[src/rtl/div_unit.sv]
// Iterative radix-2 divider for RV32M DIV/DIVU/REM/REMU.
// One operation in flight; the result is held until writeback accepts it.
module div_unit #(
    parameter int unsigned XLEN = 32
) (
    input  logic            clk,
    input  logic            rst,
    input  logic            in_valid,
    output logic            in_ready,
    input  logic [XLEN-1:0] A,
    input  logic [XLEN-1:0] B,
    input  logic [1:0]      DivOp,
    input  logic            flush,
    output logic            out_valid,
    input  logic            out_ready,
    output logic [XLEN-1:0] DivRes
);

    localparam int unsigned CW = 6;
    localparam logic [XLEN-1:0] INT_MIN = {1'b1, {(XLEN-1){1'b0}}};

    typedef enum logic [2:0] {
        S_IDLE,
        S_SPEC,
        S_CALC,
        S_FIX,
        S_DONE
    } state_e;

    state_e          state_q;
    logic [CW-1:0]   cnt_q;
    logic [1:0]      op_q;
    logic [XLEN-1:0] a_q;
    logic [XLEN-1:0] b_q;
    logic [XLEN-1:0] dvs_q;
    logic [XLEN-1:0] quo_q;
    logic [XLEN-1:0] rem_q;
    logic            neg_quo_q;
    logic            neg_rem_q;
    logic            in_ready_q;
    logic            out_valid_q;
    logic [XLEN-1:0] res_q;

    logic            is_signed_c;
    logic            a_neg_c;
    logic            b_neg_c;
    logic [XLEN-1:0] a_mag_c;
    logic [XLEN-1:0] b_mag_c;
    logic            special_c;
    logic [XLEN:0]   rem_sh_d;
    logic            sub_ok_d;
    logic [XLEN-1:0] rem_d;
    logic [XLEN-1:0] quo_d;
    logic [XLEN-1:0] quo_fix_d;
    logic [XLEN-1:0] rem_fix_d;

    // Operand magnitudes and special-case detection at accept.
    always_comb begin
        is_signed_c = ~DivOp[0];
        a_neg_c     = is_signed_c & A[XLEN-1];
        b_neg_c     = is_signed_c & B[XLEN-1];
        a_mag_c     = a_neg_c ? XLEN'(XLEN'(0) - A) : A;
        b_mag_c     = b_neg_c ? XLEN'(XLEN'(0) - B) : B;
        special_c   = (B == '0) || (is_signed_c && (A == INT_MIN) && (B == '1));
    end

    // One restoring step; the shifted partial remainder needs XLEN+1 bits.
    always_comb begin
        rem_sh_d  = {rem_q, quo_q[XLEN-1]};
        sub_ok_d  = (rem_sh_d >= {1'b0, dvs_q});
        rem_d     = sub_ok_d ? XLEN'(rem_sh_d - {1'b0, dvs_q}) : rem_sh_d[XLEN-1:0];
        quo_d     = {quo_q[XLEN-2:0], sub_ok_d};
        quo_fix_d = neg_quo_q ? XLEN'(XLEN'(0) - quo_q) : quo_q;
        rem_fix_d = neg_rem_q ? XLEN'(XLEN'(0) - rem_q) : rem_q;
    end

    always_ff @(posedge clk or posedge rst) begin
        if (rst) begin
            state_q     <= S_IDLE;
            cnt_q       <= '0;
            op_q        <= '0;
            a_q         <= '0;
            b_q         <= '0;
            dvs_q       <= '0;
            quo_q       <= '0;
            rem_q       <= '0;
            neg_quo_q   <= 1'b0;
            neg_rem_q   <= 1'b0;
            in_ready_q  <= 1'b1;
            out_valid_q <= 1'b0;
            res_q       <= '0;
        end else if (flush && (state_q != S_IDLE)) begin
            state_q     <= S_IDLE;
            cnt_q       <= '0;
            in_ready_q  <= 1'b1;
            out_valid_q <= 1'b0;
        end else begin
            case (state_q)
                S_IDLE: begin
                    if (in_valid && in_ready_q && !flush) begin
                        op_q       <= DivOp;
                        a_q        <= A;
                        b_q        <= B;
                        dvs_q      <= b_mag_c;
                        quo_q      <= a_mag_c;
                        rem_q      <= '0;
                        neg_quo_q  <= a_neg_c ^ b_neg_c;
                        neg_rem_q  <= a_neg_c;
                        cnt_q      <= '0;
                        in_ready_q <= 1'b0;
                        state_q    <= special_c ? S_SPEC : S_CALC;
                    end
                end
                S_SPEC: begin
                    // Only divide-by-zero and signed overflow reach here.
                    if (b_q == '0) begin
                        res_q <= op_q[1] ? a_q : '1;
                    end else begin
                        res_q <= op_q[1] ? '0 : INT_MIN;
                    end
                    state_q <= S_DONE;
                end
                S_CALC: begin
                    rem_q <= rem_d;
                    quo_q <= quo_d;
                    if (cnt_q == CW'(XLEN - 1)) begin
                        cnt_q   <= '0;
                        state_q <= S_FIX;
                    end else begin
                        cnt_q <= cnt_q + CW'(1);
                    end
                end
                S_FIX: begin
                    res_q   <= op_q[1] ? rem_fix_d : quo_fix_d;
                    state_q <= S_DONE;
                end
                S_DONE: begin
                    // out_valid rises one cycle after DONE is entered.
                    if (!out_valid_q) begin
                        out_valid_q <= 1'b1;
                    end else if (out_ready) begin
                        out_valid_q <= 1'b0;
                        in_ready_q  <= 1'b1;
                        state_q     <= S_IDLE;
                    end
                end
                default: begin
                    state_q     <= S_IDLE;
                    in_ready_q  <= 1'b1;
                    out_valid_q <= 1'b0;
                end
            endcase
        end
    end

    assign in_ready  = in_ready_q;
    assign out_valid = out_valid_q;
    assign DivRes    = res_q;

endmodule

[config.mk]
export PLATFORM = sky130hd
export DESIGN_NAME = div_unit
export DESIGN_NICKNAME = d
export VERILOG_FILES = /design/src/rtl/div_unit.sv
export SDC_FILE = /design/constraint.sdc
export NUM_CORES = 1
export LEC_CHECK = 0
export CAP_MARGIN = 10
export CORE_MARGIN = 2
export CORE_UTILIZATION = 51
export CTS_CLUSTER_DIAMETER = 150
export CTS_CLUSTER_SIZE = 10
export DETAILED_ROUTE_END_ITERATION = 12
export GPL_TIMING_DRIVEN = 0
export PLACE_DENSITY = 0.77
export SLEW_MARGIN = 20
export SYNTH_ARGS = -nofsm -noshare
export SYNTH_HDL_FRONTEND = slang
export SYNTH_SLANG_ARGS = --single-unit
[constraint.sdc]
create_clock -name clk -period 15.4 [get_ports clk]
set_clock_uncertainty 0.2 [all_clocks]
set_input_delay 3.08 -clock clk [delete_from_list [all_inputs] [get_ports clk]]
set_output_delay 3.08 -clock clk [all_outputs]
set_load 0.05 [all_outputs]
==> flow_summary.yaml, run 1 <==
status:
  status: "finished, final reports clean"
synth:
  synth-edff-count: 0
  netlist_top_cells_count: "nand2_1, dfrtp_1, o21ai_0, nor2_1, a21oi_1"
  synth_flop_cell: "dfrtp_1"
  yosys_warnings: 0
  yosys_register_bits: 205
  synth.area.top_cells: "dfrtp_1, nand2_1, o21ai_0"
  seq_area_frac_synth_pct: 38.4
  synth_area_mm2: 0.0134
  ys_types: 73
  synth_top_area_share_pct: 38.2
  synth_fp_nets: 1776
  synth_cells: 1666
  syn_avg_cell_area_um2: 8.02
  synth_top_cell_by_area: "dfrtp_1"
  async_reset_ff_share_pct: 100
  yosysMostFrequentCell: "nand2_1"
clocking:
  cts_hold_buf: 0
  insertion_delay_ns: 0.53
  cts_buffer_depth: 3
  post-cts-setup-buffer-count: 0
  cts_tree: "done"
  cts_resized: 0
  clk_pin_slew_ns: 0.06
  cts-root-buf: "clkbuf_16"
  cts_htree_levels: 1
  cts_buffers: 24
  clock-sinks: 205
route:
  num_vias: 13200
  antenna_left: 0
  post_drt_via_cell_ratio: 6.19
  drt_pass1_iterations: 5
  wl_per_cell_um: 21.7
  first_iter_violations: 1569
  wl_um: 46400
  drc: 0
setup_path:
  path_cells: "clkdlybuf4s50_1 > or4_4 > or4_4 > nor4_1 > and3_1 > a21oi_1 > xnor2_1 > o21ai_0"
  cp_slowest_cell: "nor4_1"
  crit_start: "B[11]"
  max_stage_delay_ns: 0.73
  cp-end-kind: "flip-flop"
  worst_ep_required_time_ns: 15.58
  worst_r2r_endpoint: "rem_q[17]$_DFFE_PP0P_"
  cp-start-kind: "primary input"
  worstPathArrival_ns: 6.19
  cp_max_fo: 6
  worstReg2RegStart: "rem_q[5]$_DFFE_PP0P_"
  rrSetupSlack_ns: 11.32
  critPathKind: "in2reg"
  worstRegToRegCells: 12
  critPathMostFrequentCell: "or4_4"
finish:
  multi_input_area_mm2: 0.00767
  ff_latch_area_mm2: 0.00513
  fin_nets: 1905
  fin_util_pct: 59.9
  syn_to_final_growth_pct: 16.2
  fin_area_mm2: 0.0155
  final_cells: 2140
  n_fill_cell: 2352
  drive_gt1_share_pct: 3.10
  antenna_cells: 0
grt:
  grt_max_degree: 105
  grt_pass1_wl_um: 71900
  track_usage_pct: 33.1
  antenna_found_initial: 0
  grt_pass1_vias: 12300
  grt_overflow: 0
floorplanning:
  die_width_um: 166
  core-area_mm2: 0.0259
  initial_core_util_pct: 51.6
  die_y_um: 166
  dieArea_mm2: 0.0275
  rows: 59
  ioPinCount: 105
timing:
  fmax_mhz: 166
  hold_violations: 0
  setup_viol: 0
  hold-worst-slack_ns: 0.266
  worst_pin_slew_ns: 0.967
  finalWorstSetupSlack_ns: 9.39
  slew_viol_final: 0
  final.setup.tns_ns: 0
  max_slew_margin_pct: 35.4
  min_period_over_period_pct: 39.0
  rsz0062_at_grt: "false"
  fin_crit_ns: 6.01
placement:
  place_inst: 2104
  place.gp.congestion: 0.979
  place_area_mm2: 0.0149
  port_buffers: 101
  pre_cts_ws_ns: 8.96
  dpl.hpwl_um: 35500
pwr:
  power_switching_share_pct: 44.6
  power.total_mw: 2.68
  power.switching_mw: 1.19
  p_clk_share_pct: 19.3
  p_per_area_mw_per_mm2: 172
  p_comb_share_pct: 47.1
  seqPwrFrac_pct: 33.6
  vdd_drop_max_v: 0.0000892
  internal_power_mw: 1.48
  p_leak_nw: 6.59
hold_path:
  min_path_type: "reg2reg"
  hold_start: "DivRes[12]$_DFFE_PP0P_"
  hold_depth: 2
  min_to: "DivRes[12]$_DFFE_PP0P_"
run:
  cap_viol_max_count: 0
worst max-delay path by stage:
| stage | to | slack, ns | cells after the start |
|---|---|---|---|
| after floorplan | DivRes[0]$_DFFE_PP0P_ | 6.53 | 1 |
| after global placement | cnt_q[1]$_DFFE_PP0P_ | 3.75 | 2 |
| after detailed placement | dvs_q[30]$_DFFE_PP0P_ | 8.96 | 8 |
| after CTS | dvs_q[30]$_DFFE_PP0P_ | 9.50 | 8 |
| after global routing | dvs_q[30]$_DFFE_PP0P_ | 9.32 | 8 |
| final | dvs_q[30]$_DFFE_PP0P_ | 9.39 | 8 |
flip-flops by register name, indices dropped and copies added, names as in the netlist:
register and count:
neg_quo_q 1, a_q 32, b_q 32, out_valid 1
neg_rem_q 1, quo_q 32, cnt_q 6, dvs_q 31
DivRes 32, op_q 1, state_q 3, rem_q 32
in_ready 1
logic make-up (layout without fill, tap and decap cells):
kind of cell    after synthesis  after routing  synth area share [%]
flops                       205            205                  38.4
fa+ha+maj                    39             39                  3.71
mux                          25             25                  1.89
compound gates              446            446                  20.6
xor+xnor                    140            140                  9.18
simple gates                664            664                  21.9
buf+inv                     147            286                  4.27
critical path, delay by kind of cell:
kind	cells	cell delay (ns)
AND/OR/NAND/NOR	4	2.16
buffers and inverters	1	0.58
AO/OA/AOI/OAI	2	0.20
XOR/XNOR	1	0.17
layout make-up:
type                    count  area share, %
clock buffers              35           4.27
plain buffers              94           2.39
multi-input cells        1314           49.4
clock inverters             1         0.0483
well taps                 335           2.70
inverters                  53           1.33
repair buffers            103           6.86
flip-flops and latches    205           33.0
layout by cell type, fill, tap and decap left out, drive strengths merged, types with 11 or more instances in the layout:
master,synthesis,routed
buf,11,13
nand4,20,20
clkbuf,83,118
xor2,60,60
o211ai,24,24
xnor2,80,80
nor2,110,110
a31oi,15,15
a32oi,12,12
dfrtp,204,204
nor3,33,33
o21ai,187,187
nand2,386,386
o31ai,27,27
a21oi,89,89
inv,53,53
mux2i,23,23
o41ai,15,15
nor2b,11,11
or4,14,14
nand2b,13,13
clkdlybuf4s50,0,101
ha,38,38
nor4,22,22
nand3,14,14
or3,14,14
power groups by stage:
stage / logic (mW) / clock network (mW) / registers [mW]
6_report: 1.26 / 0.516 / 0.900
5_1_grt: 1.38 / 0.541 / 0.919
3_3_place_gp: 1.20 / 0 / 0.892
2_1_floorplan: 0.853 / 0 / 0.868
3_5_place_dp: 1.22 / 0 / 0.897
4_1_cts: 1.23 / 0.518 / 0.889
per-layer routing:
layer / routed length [µm] / GRT usage [%]
met1: 20200 / 49.3
met2: 20200 / 49.7
met3: 4890 / 6.39
met4: 1150 / 8.05
met5: 0 / 0
Power figures use the tool's default switching activity.
==> run 2, diff against run 1 <==
PLACE_DENSITY = 0.8   (was 0.77)
clock period = 5.2 ns   (was 15.4 ns; I/O delays follow)
==> run 2 against run 1 <==
Against the previous run: clock power increased to 2.9 times the previous value; combinational power rose to 3.0 times the previous value; via count about the same; hold slack improved by 0.0069 ns; worst setup slack worse by 8.2 ns; power rose to 3.0 times the previous value; flip-flop and latch count unchanged; sequential share of layout area fell by 0.18 points; clock-buffer cell count fell by 2; sequential power grew to 3.0 times the previous value; critical path type is now reg2reg; largest cell class unchanged; highest routed layer unchanged.
==> flow_summary.yaml, run 2 (synthesis results as in run 1) <==
timing:
  hold-worst-slack_ns: 0.273
  final.setup.tns_ns: 0
  slew_viol_final: 0
  fin_crit_ns: 3.97
  hold_violations: 0
  finalWorstSetupSlack_ns: 1.23
  max_slew_margin_pct: 39.8
  min_period_over_period_pct: 76.3
  rsz0062_at_grt: "false"
  fmax_mhz: 252
  setup_viol: 0
  worst_pin_slew_ns: 0.897
floorplanning:
  die_width_um: 166
  ioPinCount: 105
  rows: 59
  core-area_mm2: 0.0259
  die_y_um: 166
  dieArea_mm2: 0.0275
  initial_core_util_pct: 51.6
setup_path:
  cp_slowest_cell: "dfrtp_1"
  worstPathArrival_ns: 4.21
  critPathKind: "reg2reg"
  cp-end-kind: "flip-flop"
  cp_max_fo: 10
  path_cells: "ha_1 > clkbuf_1 > a21oi_1 > o21ai_0 > a21oi_1 > a31oi_1 > nand4b_1 > clkbuf_1 > nand2_1 > buf_2 > nand2_1 > o21ai_0"
  max_stage_delay_ns: 0.47
  worstRegToRegCells: 12
  worst_ep_required_time_ns: 5.44
  cp-start-kind: "flip-flop"
clocking:
  cts_htree_levels: 1
  cts_hold_buf: 0
  cts_tree: "done"
  clk_pin_slew_ns: 0.06
  clock-sinks: 205
  cts-root-buf: "clkbuf_16"
  post-cts-setup-buffer-count: 0
  cts_buffers: 24
  cts_buffer_depth: 3
  cts_resized: 0
  insertion_delay_ns: 0.53
finish:
  n_fill_cell: 2283
  syn_to_final_growth_pct: 16.9
  final_cells: 2144
  final_common_cell: "nand2_1"
  ff_latch_area_mm2: 0.00513
  drive_gt1_share_pct: 3.37
  fin_nets: 1910
  fin_util_pct: 60.3
  final_cell_mix: "nand2_1, dfrtp_1, o21ai_0"
  multi_input_area_mm2: 0.00767
  fin_area_mm2: 0.0156
placement:
  place.gp.congestion: 0.992
  place_inst: 2109
  place_area_mm2: 0.0149
  dpl.hpwl_um: 35400
  pre_cts_ws_ns: 0.871
  port_buffers: 101
grt:
  grt_max_degree: 35
  track_usage_pct: 32.4
  antenna_found_initial: 0
  gr-usage-met2_pct: 47.9
  grt_pass1_vias: 12500
  grt_overflow: 0
  grt_pass1_wl_um: 70800
  grtUsageMet1_pct: 46.1
  use_met3_pct: 7.98
  top_usage_layer: "met2"
status:
  status: "finished, final reports clean"
hold_path:
  min_path_type: "reg2reg"
  hold_depth: 2
route:
  drt_pass1_iterations: 7
  drc: 0
  wl_per_cell_um: 21.2
  post_drt_via_cell_ratio: 6.17
  first_iter_violations: 1145
  wl_um: 45500
  num_vias: 13200
  antenna_left: 0
pwr:
  p_leak_nw: 6.63
  power.total_mw: 7.90
  p_per_area_mw_per_mm2: 506
  vdd_drop_max_v: 0.000315
run:
  cap_viol_max_count: 0
## run 2: layer usage
metal / routed length [µm] / part of all wire [%]
met2: 19300 / 42
met1: 19300 / 42
met3: 5080 / 11
met4: 1850 / 4.1
met5: 0 / 0
## run 2: final timing paths
check,startpoint,to,slack (ns)
max in group asynchronous,rst,in_ready$_DFFE_PP1P_,3.02
worst min register to register,a_q[20]$_DFFE_PP0P_,a_q[20]$_DFFE_PP0P_,0.27
min in group asynchronous,rst,rem_q[8]$_DFFE_PP0P_,0.60
worst max-delay path,rem_q[5]$_DFFE_PP0P_,rem_q[16]$_DFFE_PP0P_,1.23
worst max register to register,rem_q[5]$_DFFE_PP0P_,rem_q[16]$_DFFE_PP0P_,1.23
worst min-delay path,a_q[20]$_DFFE_PP0P_,a_q[20]$_DFFE_PP0P_,0.27
## run 2: power breakdown
part | internal, mW | switching (mW)
registers | 2.11 | 0.550
clock network | 0.863 | 0.660
logic | 1.42 | 2.30
total | 4.40 | 3.51
## run 2: cell type report
class	count	share of cell area, %
inverter	53	1.30
timing repair buffer	108	7.42
clock buffer	33	4.20
antenna	1	0.0160
buffer	94	2.38
clock inverter	1	0.0481
sequential	205	32.9
multi-input combinational	1314	49.1
tap	335	2.68
## run 2: critical path, delay by kind of cell, from the launching register on
kind	cells	cell delay, ns
AOI/OAI and AO/OA	5	1.35
buffers and inverters	3	0.88
adders and majority gates	1	0.31
DFF	1	0.47
and+or+nand+nor	3	0.67
